`src/rtl/instr_fetch_unit_if.sv`:
```
// Instruction-memory request/acknowledge port.
//   imemReq   fetch request, held until acknowledged or abandoned
//   imemAddr  word address being fetched
//   imemAck   memory presents imemData in this cycle
//   imemData  fetched instruction word
// master: fetch unit side, slave: memory side.
interface instr_fetch_unit_if;
   logic        imemReq;
   logic [31:0] imemAddr;
   logic        imemAck;
   logic [31:0] imemData;

   modport master (output imemReq, output imemAddr, input imemAck, input imemData);
   modport slave  (input imemReq, input imemAddr, output imemAck, output imemData);
endinterface

```
`src/rtl/instr_fetch_unit.sv`:
```
// MIPS32 instruction fetch front end. Holds the PC, fetches one instruction
// at a time over the imem port, presents decode fields and computes the next
// PC from the decoder's jump/branch controls when the instruction retires.
// Ports:
//   clk, rst_n                 clock, async active-low reset
//   imem (master)              imemReq/imemAddr out, imemAck/imemData in
//   instr, opc, func,
//   bgez_bltz, instrValid      instruction register and decode fields
//   pc, pcPlus4                address of instr and its sequential successor
//   exDone                     execute stage retires instr this cycle
//   isJmp, isJal, isJr, branch,
//   invOpcode                  decoder controls
//   aluZero, rsNeg, rsZero,
//   rsData                     operand flags / JR target
//   fault, faultCode           halt indication: 01 opcode, 10 JR align, 11 timeout
//
// state  | meaning
// FETCH  | one cycle, raise imemReq
// WAIT   | request outstanding, count toward timeout
// EXEC   | instr live, wait for exDone
// HALT   | faulted, idle until reset
module instr_fetch_unit #(
   parameter logic [31:0] RESET_PC      = 32'h0040_0000,
   parameter int          FETCH_TIMEOUT = 16
) (
   input  logic                       clk,
   input  logic                       rst_n,
   instr_fetch_unit_if.master         imem,
   output logic [31:0]                instr,
   output logic [5:0]                 opc,
   output logic [5:0]                 func,
   output logic [4:0]                 bgez_bltz,
   output logic                       instrValid,
   output logic [31:0]                pc,
   output logic [31:0]                pcPlus4,
   input  logic                       exDone,
   input  logic                       isJmp,
   input  logic                       isJal,
   input  logic                       isJr,
   input  logic [2:0]                 branch,
   input  logic                       invOpcode,
   input  logic                       aluZero,
   input  logic                       rsNeg,
   input  logic                       rsZero,
   input  logic [31:0]                rsData,
   output logic                       fault,
   output logic [1:0]                 faultCode
);

   localparam logic [1:0] S_FETCH = 2'd0;
   localparam logic [1:0] S_WAIT  = 2'd1;
   localparam logic [1:0] S_EXEC  = 2'd2;
   localparam logic [1:0] S_HALT  = 2'd3;

   localparam int CW = (FETCH_TIMEOUT > 1) ? $clog2(FETCH_TIMEOUT) : 1;

   logic [1:0]    state_q, state_d;
   logic [31:0]   pc_q, pc_d;
   logic [31:0]   instr_q, instr_d;
   logic          valid_q, valid_d;
   logic          req_q, req_d;
   logic          fault_q, fault_d;
   logic [1:0]    code_q, code_d;
   logic [CW-1:0] cnt_q, cnt_d;

   logic [31:0]   pc_plus4;
   logic [31:0]   jmp_tgt;
   logic [31:0]   br_tgt;
   logic          br_taken;
   logic          timeout_hit;

   assign pc_plus4    = pc_q + 32'd4;
   assign jmp_tgt     = {pc_plus4[31:28], instr_q[25:0], 2'b00};
   assign br_tgt      = pc_plus4 + {{14{instr_q[15]}}, instr_q[15:0], 2'b00};
   // A zero timeout disables the fault entirely; the counter then just wraps.
   assign timeout_hit = (FETCH_TIMEOUT != 0) && (cnt_q == CW'(FETCH_TIMEOUT - 1));

   always_comb begin
      br_taken = 1'b0;
      case (branch)
         3'd1:    br_taken = aluZero;
         3'd2:    br_taken = !aluZero;
         3'd3:    br_taken = !rsNeg;
         3'd4:    br_taken = !rsNeg && !rsZero;
         3'd5:    br_taken = rsNeg || rsZero;
         3'd6:    br_taken = rsNeg;
         default: br_taken = 1'b0;
      endcase
   end

   always_comb begin
      state_d = state_q;
      pc_d    = pc_q;
      instr_d = instr_q;
      valid_d = valid_q;
      req_d   = req_q;
      fault_d = fault_q;
      code_d  = code_q;
      cnt_d   = cnt_q;
      case (state_q)
         S_FETCH: begin
            req_d   = 1'b1;
            cnt_d   = '0;
            state_d = S_WAIT;
         end
         S_WAIT: begin
            // ack takes priority over a coincident timeout
            if (imem.imemAck) begin
               instr_d = imem.imemData;
               valid_d = 1'b1;
               req_d   = 1'b0;
               cnt_d   = '0;
               state_d = S_EXEC;
            end else if (timeout_hit) begin
               req_d   = 1'b0;
               fault_d = 1'b1;
               code_d  = 2'b11;
               cnt_d   = '0;
               state_d = S_HALT;
            end else begin
               cnt_d = cnt_q + 1'b1;
            end
         end
         S_EXEC: begin
            if (exDone) begin
               valid_d = 1'b0;
               if (invOpcode) begin
                  fault_d = 1'b1;
                  code_d  = 2'b01;
                  state_d = S_HALT;
               end else if (isJr && (rsData[1:0] != 2'b00)) begin
                  fault_d = 1'b1;
                  code_d  = 2'b10;
                  state_d = S_HALT;
               end else begin
                  if (isJr)                pc_d = rsData;
                  else if (isJmp || isJal) pc_d = jmp_tgt;
                  else if (br_taken)       pc_d = br_tgt;
                  else                     pc_d = pc_plus4;
                  state_d = S_FETCH;
               end
            end
         end
         S_HALT: begin
            req_d   = 1'b0;
            valid_d = 1'b0;
         end
         default: state_d = S_HALT;
      endcase
   end

   always_ff @(posedge clk or negedge rst_n) begin
      if (!rst_n) begin
         state_q <= S_FETCH;
         pc_q    <= RESET_PC;
         instr_q <= '0;
         valid_q <= 1'b0;
         req_q   <= 1'b0;
         fault_q <= 1'b0;
         code_q  <= 2'b00;
         cnt_q   <= '0;
      end else begin
         state_q <= state_d;
         pc_q    <= pc_d;
         instr_q <= instr_d;
         valid_q <= valid_d;
         req_q   <= req_d;
         fault_q <= fault_d;
         code_q  <= code_d;
         cnt_q   <= cnt_d;
      end
   end

   assign imem.imemReq  = req_q;
   assign imem.imemAddr = pc_q;
   assign instr         = instr_q;
   assign opc           = instr_q[31:26];
   assign func          = instr_q[5:0];
   assign bgez_bltz     = instr_q[20:16];
   assign instrValid    = valid_q;
   assign pc            = pc_q;
   assign pcPlus4       = pc_plus4;
   assign fault         = fault_q;
   assign faultCode     = code_q;

endmodule

```
`src/flat_wrapper.sv`:
```
// flat-port wrapper written by rule: the top's interface ports become plain ports
module instr_fetch_unit_flat 
#(
   parameter logic [31:0] RESET_PC      = 32'h0040_0000,
   parameter int          FETCH_TIMEOUT = 16
)
  (clk, rst_n, instr, opc, func, bgez_bltz, instrValid, pc, pcPlus4, exDone, isJmp, isJal, isJr, branch, invOpcode, aluZero, rsNeg, rsZero, rsData, fault, faultCode, imem_imemReq, imem_imemAddr, imem_imemAck, imem_imemData);
  instr_fetch_unit_if imem_i ();
  input  logic clk;
  input  logic rst_n;
  output logic [31:0] instr;
  output logic [5:0] opc;
  output logic [5:0] func;
  output logic [4:0] bgez_bltz;
  output logic instrValid;
  output logic [31:0] pc;
  output logic [31:0] pcPlus4;
  input  logic exDone;
  input  logic isJmp;
  input  logic isJal;
  input  logic isJr;
  input  logic [2:0] branch;
  input  logic invOpcode;
  input  logic aluZero;
  input  logic rsNeg;
  input  logic rsZero;
  input  logic [31:0] rsData;
  output logic fault;
  output logic [1:0] faultCode;
  output wire logic [$bits(imem_i.imemReq)-1:0] imem_imemReq;
  output wire logic [$bits(imem_i.imemAddr)-1:0] imem_imemAddr;
  input wire logic [$bits(imem_i.imemAck)-1:0] imem_imemAck;
  input wire logic [$bits(imem_i.imemData)-1:0] imem_imemData;
  assign imem_imemReq = imem_i.imemReq;
  assign imem_imemAddr = imem_i.imemAddr;
  assign imem_i.imemAck = imem_imemAck;
  assign imem_i.imemData = imem_imemData;
  instr_fetch_unit #(.RESET_PC(RESET_PC), .FETCH_TIMEOUT(FETCH_TIMEOUT)) u_core (.clk(clk), .rst_n(rst_n), .imem(imem_i), .instr(instr), .opc(opc), .func(func), .bgez_bltz(bgez_bltz), .instrValid(instrValid), .pc(pc), .pcPlus4(pcPlus4), .exDone(exDone), .isJmp(isJmp), .isJal(isJal), .isJr(isJr), .branch(branch), .invOpcode(invOpcode), .aluZero(aluZero), .rsNeg(rsNeg), .rsZero(rsZero), .rsData(rsData), .fault(fault), .faultCode(faultCode));
endmodule
```
`config.mk`:
```
export PLATFORM = sky130hd
export DESIGN_NAME = instr_fetch_unit_flat
export DESIGN_NICKNAME = d
export VERILOG_FILES = /design/src/rtl/instr_fetch_unit_if.sv /design/src/rtl/instr_fetch_unit.sv /design/src/flat_wrapper.sv
export SDC_FILE = /design/constraint.sdc
export NUM_CORES = 1
export LEC_CHECK = 0
export BUFFER_PORTS_ARGS = -buffer_cell sky130_fd_sc_hd__clkbuf_2
export CAP_MARGIN = 20
export CORE_AREA = 2 2 162 164
export CTS_BUF_LIST = sky130_fd_sc_hd__clkbuf_16
export DETAILED_ROUTE_END_ITERATION = 8
export DIE_AREA = 0 0 164 166
export PLACE_DENSITY_LB_ADDON = 0.15
export SYNTH_ARGS = -nofsm -noshare
export SYNTH_HDL_FRONTEND = slang
export SYNTH_SLANG_ARGS = --single-unit
```
`constraint.sdc`:
```
create_clock -name clk -period 4.44 [get_ports clk]
set_input_delay 0.444 -clock clk [delete_from_list [all_inputs] [get_ports clk]]
set_output_delay 0.444 -clock clk [all_outputs]
set_load 0.03 [all_outputs]
```
==> flow_summary.toml <==
[logic_synthesis]
ys_warn_count = 0
syn-num-nets = 872
synth_top_area_share_pct = 29.3
synth_cells = 751
ys_seq_area_share_pct = 29.8
synth_commonest_cells = "93 x nand2_1, 74 x dfrtp_1, 56 x a21oi_1, 51 x buf_4, 44 x xnor2_1"
synth.avg_cell_area_um2 = 8.41
synth_area_leaders = "dfrtp_1 29%, ha_1 8.3%, xnor2_1 6.1%"
ys_types = 61
synth_edf_count = 0
ys_seq_elements = 75
netlist_area_um2 = 6310
yosys.area.top_type = "dfrtp_1"
synth_top_flop_cell = "dfrtp_1"
ys_async_sr_fraction_pct = 100
synth.most_common_cell = "nand2_1"

[power]
clkPwrFrac_pct = 10.7
power.static_leakage_nw = 3.79
worst_ir_drop_vdd_mv = 0.366
cellPowerDensity_nw_per_um2 = 956
combPwrFrac_pct = 69.3
switching_share_pct = 56.3
p_seq_share_pct = 20.1
p_switching_w = 0.00422
intPower_w = 0.00328

[clock_tree]
cts_buffers = 9
clkTransAtPathRegs_ns = 0.07
hold_buffers = 0
cts_root_buffer = "clkbuf_16"
clkLatencyLatePin_ns = 0.34
clk_path_buf_depth = 2
htreeDepth = 3
cts_tree = "yes"
clkSinkCount = 75

[floorplanning]
core_area_um2 = 25600
die_h_um = 166
die_w_um = 164
initial_core_util_pct = 24.6
rows = 59
fp.dieArea_um2 = 27200
io_pins = 228

[job]
drv_cap = 0

[layout]
syn_to_final_growth_pct = 24.3
drive_above_1_share_pct = 33.0
fin_util_pct = 30.6
n_antenna_cell = 0
nNetsFinal = 1046

[timing]
slew_violations = 0
finalSetupTns_ns = 0
hold_slack_ns = 0.0721
min_period_over_period_pct = 91.5
max_freq_mhz = 246
finalHoldViolCount = 0
tightest_slew_ns = 0.867
period_needed_ns = 4.06
setup-violations-final = 0
skew_ns = 0.0119
rsz0062_at_grt = "false"
slew-limit-headroom_pct = 42.0

[global_routing]
grt_usage_pct = 17.5
grt_pass1_vias = 5924
grt_start_max_net_pins = 42
antenna_found_initial = 2
gr-total-overflow = 0
grt_pass1_wl_mm = 36.1

[setup_path]
worstSetupEndpointType = "flop"
crit_fanout = 7
critPathKind = "flop to flop"
startpoint_type = "flop"
arrival_ns = 4.34
required_ns = 4.72

[detailed_routing]
antenna_left = 0
route.detailed.drc = 0
viasPerCell = 4.91
drt-initial-drc-count = 333
wl_per_cell_um = 19.1
firstDrtPassIters = 5
vias = 6217
drt_wl_total_mm = 24.1

[run_status]
outcome = "completed"

[placed_design]
place_hpwl_mm = 18.9
place.gp.congestion = 0.854
port_buffers = 227

[hold_path]
hp-class = "primary input to asynchronous set/reset pin"
==> state kept, by name, indices dropped and copies added, names as in the netlist <==
register              flops
u_core.imem.imemAddr     32
u_core.instr             32
u_core.cnt_q              4
u_core.faultCode          2
u_core.state_q            2
u_core.fault              1
u_core.imem.imemReq       1
u_core.instrValid         1
==> power by group through the flow <==
stage               Clock (W)  Combinational [W]  Sequential (W)
finish               0.000800            0.00520         0.00150
floorplan                   0            0.00346         0.00190
global route         0.000861            0.00563         0.00157
detailed placement          0            0.00517         0.00152
CTS                  0.000836            0.00519         0.00151
global placement            0            0.00522         0.00152
==> metal layers <==
layer / vias to the layer above / track usage [%] / wire length, µm / share of wire (%)
li1: 3020 / - / - / -
met2: 236 / 26.0 / 10400 / 43
met5: - / 0 / 26 / 0.11
met1: 2929 / 24.7 / 11600 / 48
met4: 4 / 5.99 / 622 / 2.6
met3: 28 / 3.97 / 1510 / 6.2
==> layout make-up <==
type,count,area [µm²]
clock buffer,9,225
clock inverter,7,85.1
fill,2773,17800
inverter,15,56.3
multi-input combinational,579,3910
sequential,75,1880
tap,335,419
timing repair buffer,245,1270
==> cell families after synthesis <==
logic type,after synthesis,share of synthesized area (%)
AND/OR/NAND/NOR,238,17.5
adder cells (fa/ha/maj),43,8.64
flip-flops,75,29.8
buffers and inverters,97,8.86
AO/OA/AOI/OAI,206,21.2
multiplexers,35,6.18
XOR/XNOR,57,7.91
==> layout by cell type, fill, tap and decap left out, types with 19 or more instances in the layout <==
cell type,count
clkbuf_2,226
nand2_1,92
dfrtp_1,74
a21oi_1,55
xnor2_1,42
ha_1,42
nor2_1,41
mux2_2,32
nand3_1,28
o21ai_0,27
o21ai_1,25
a21o_1,19
buf_4,19
==> path summary, 6_finish.rpt <==
kind | startpoint | to | slack [ns] | cells past startpoint
max | u_core.imem.imemAddr[12] | u_core.imem.imemAddr[27] | 0.38 | 15
min | rst_n | u_core.imem.imemAddr[5] | 0.07 | 1
max reg2reg | u_core.imem.imemAddr[12] | u_core.imem.imemAddr[27] | 0.38 | 15
min reg2reg | u_core.fault | u_core.fault | 0.47 | 1
max in group asynchronous | rst_n | u_core.instr[30] | 3.39 | 2
min in group clk | invOpcode | u_core.faultCode[1] | 0.32 | 2
==> stage by stage <==
step | instance area, µm² | std cells | setup WS [ns] | power, W
global placement | 7510 | 1249 | 0.288 | 0.00674
detailed placement | 7510 | 1249 | 0.272 | 0.00669
global route | 7850 | 1265 | 0.00832 | 0.00806
floorplan | 6310 | 751 | 0.0370 | 0.00537
CTS | 7820 | 1265 | 0.249 | 0.00754
finish | 7850 | 1265 | 0.379 | 0.00750
==> worst max-delay path: stages (launching register included) <==
cell and delay, ns:
dfrtp_1 0.53, nand4_1 0.21, nor4_2 0.39, nand2_1 0.15, nor2_1 0.30, nand3_1 0.14
xnor2_1 0.35, ha_1 0.39, a21oi_1 0.15, o21ai_1 0.12, nor2_1 0.12, nand4_1 0.22
and3_1 0.24, o31a_1 0.26, o311ai_1 0.27, o21a_1 0.16
==> what timing repair did <==
item	CTS	global route
hold endpoints to repair	0	0
resized for setup	0	5
endpoints found under the setup margin	0	3
setup buffers	0	0
No activity file was read; power rests on OpenSTA's default activity.
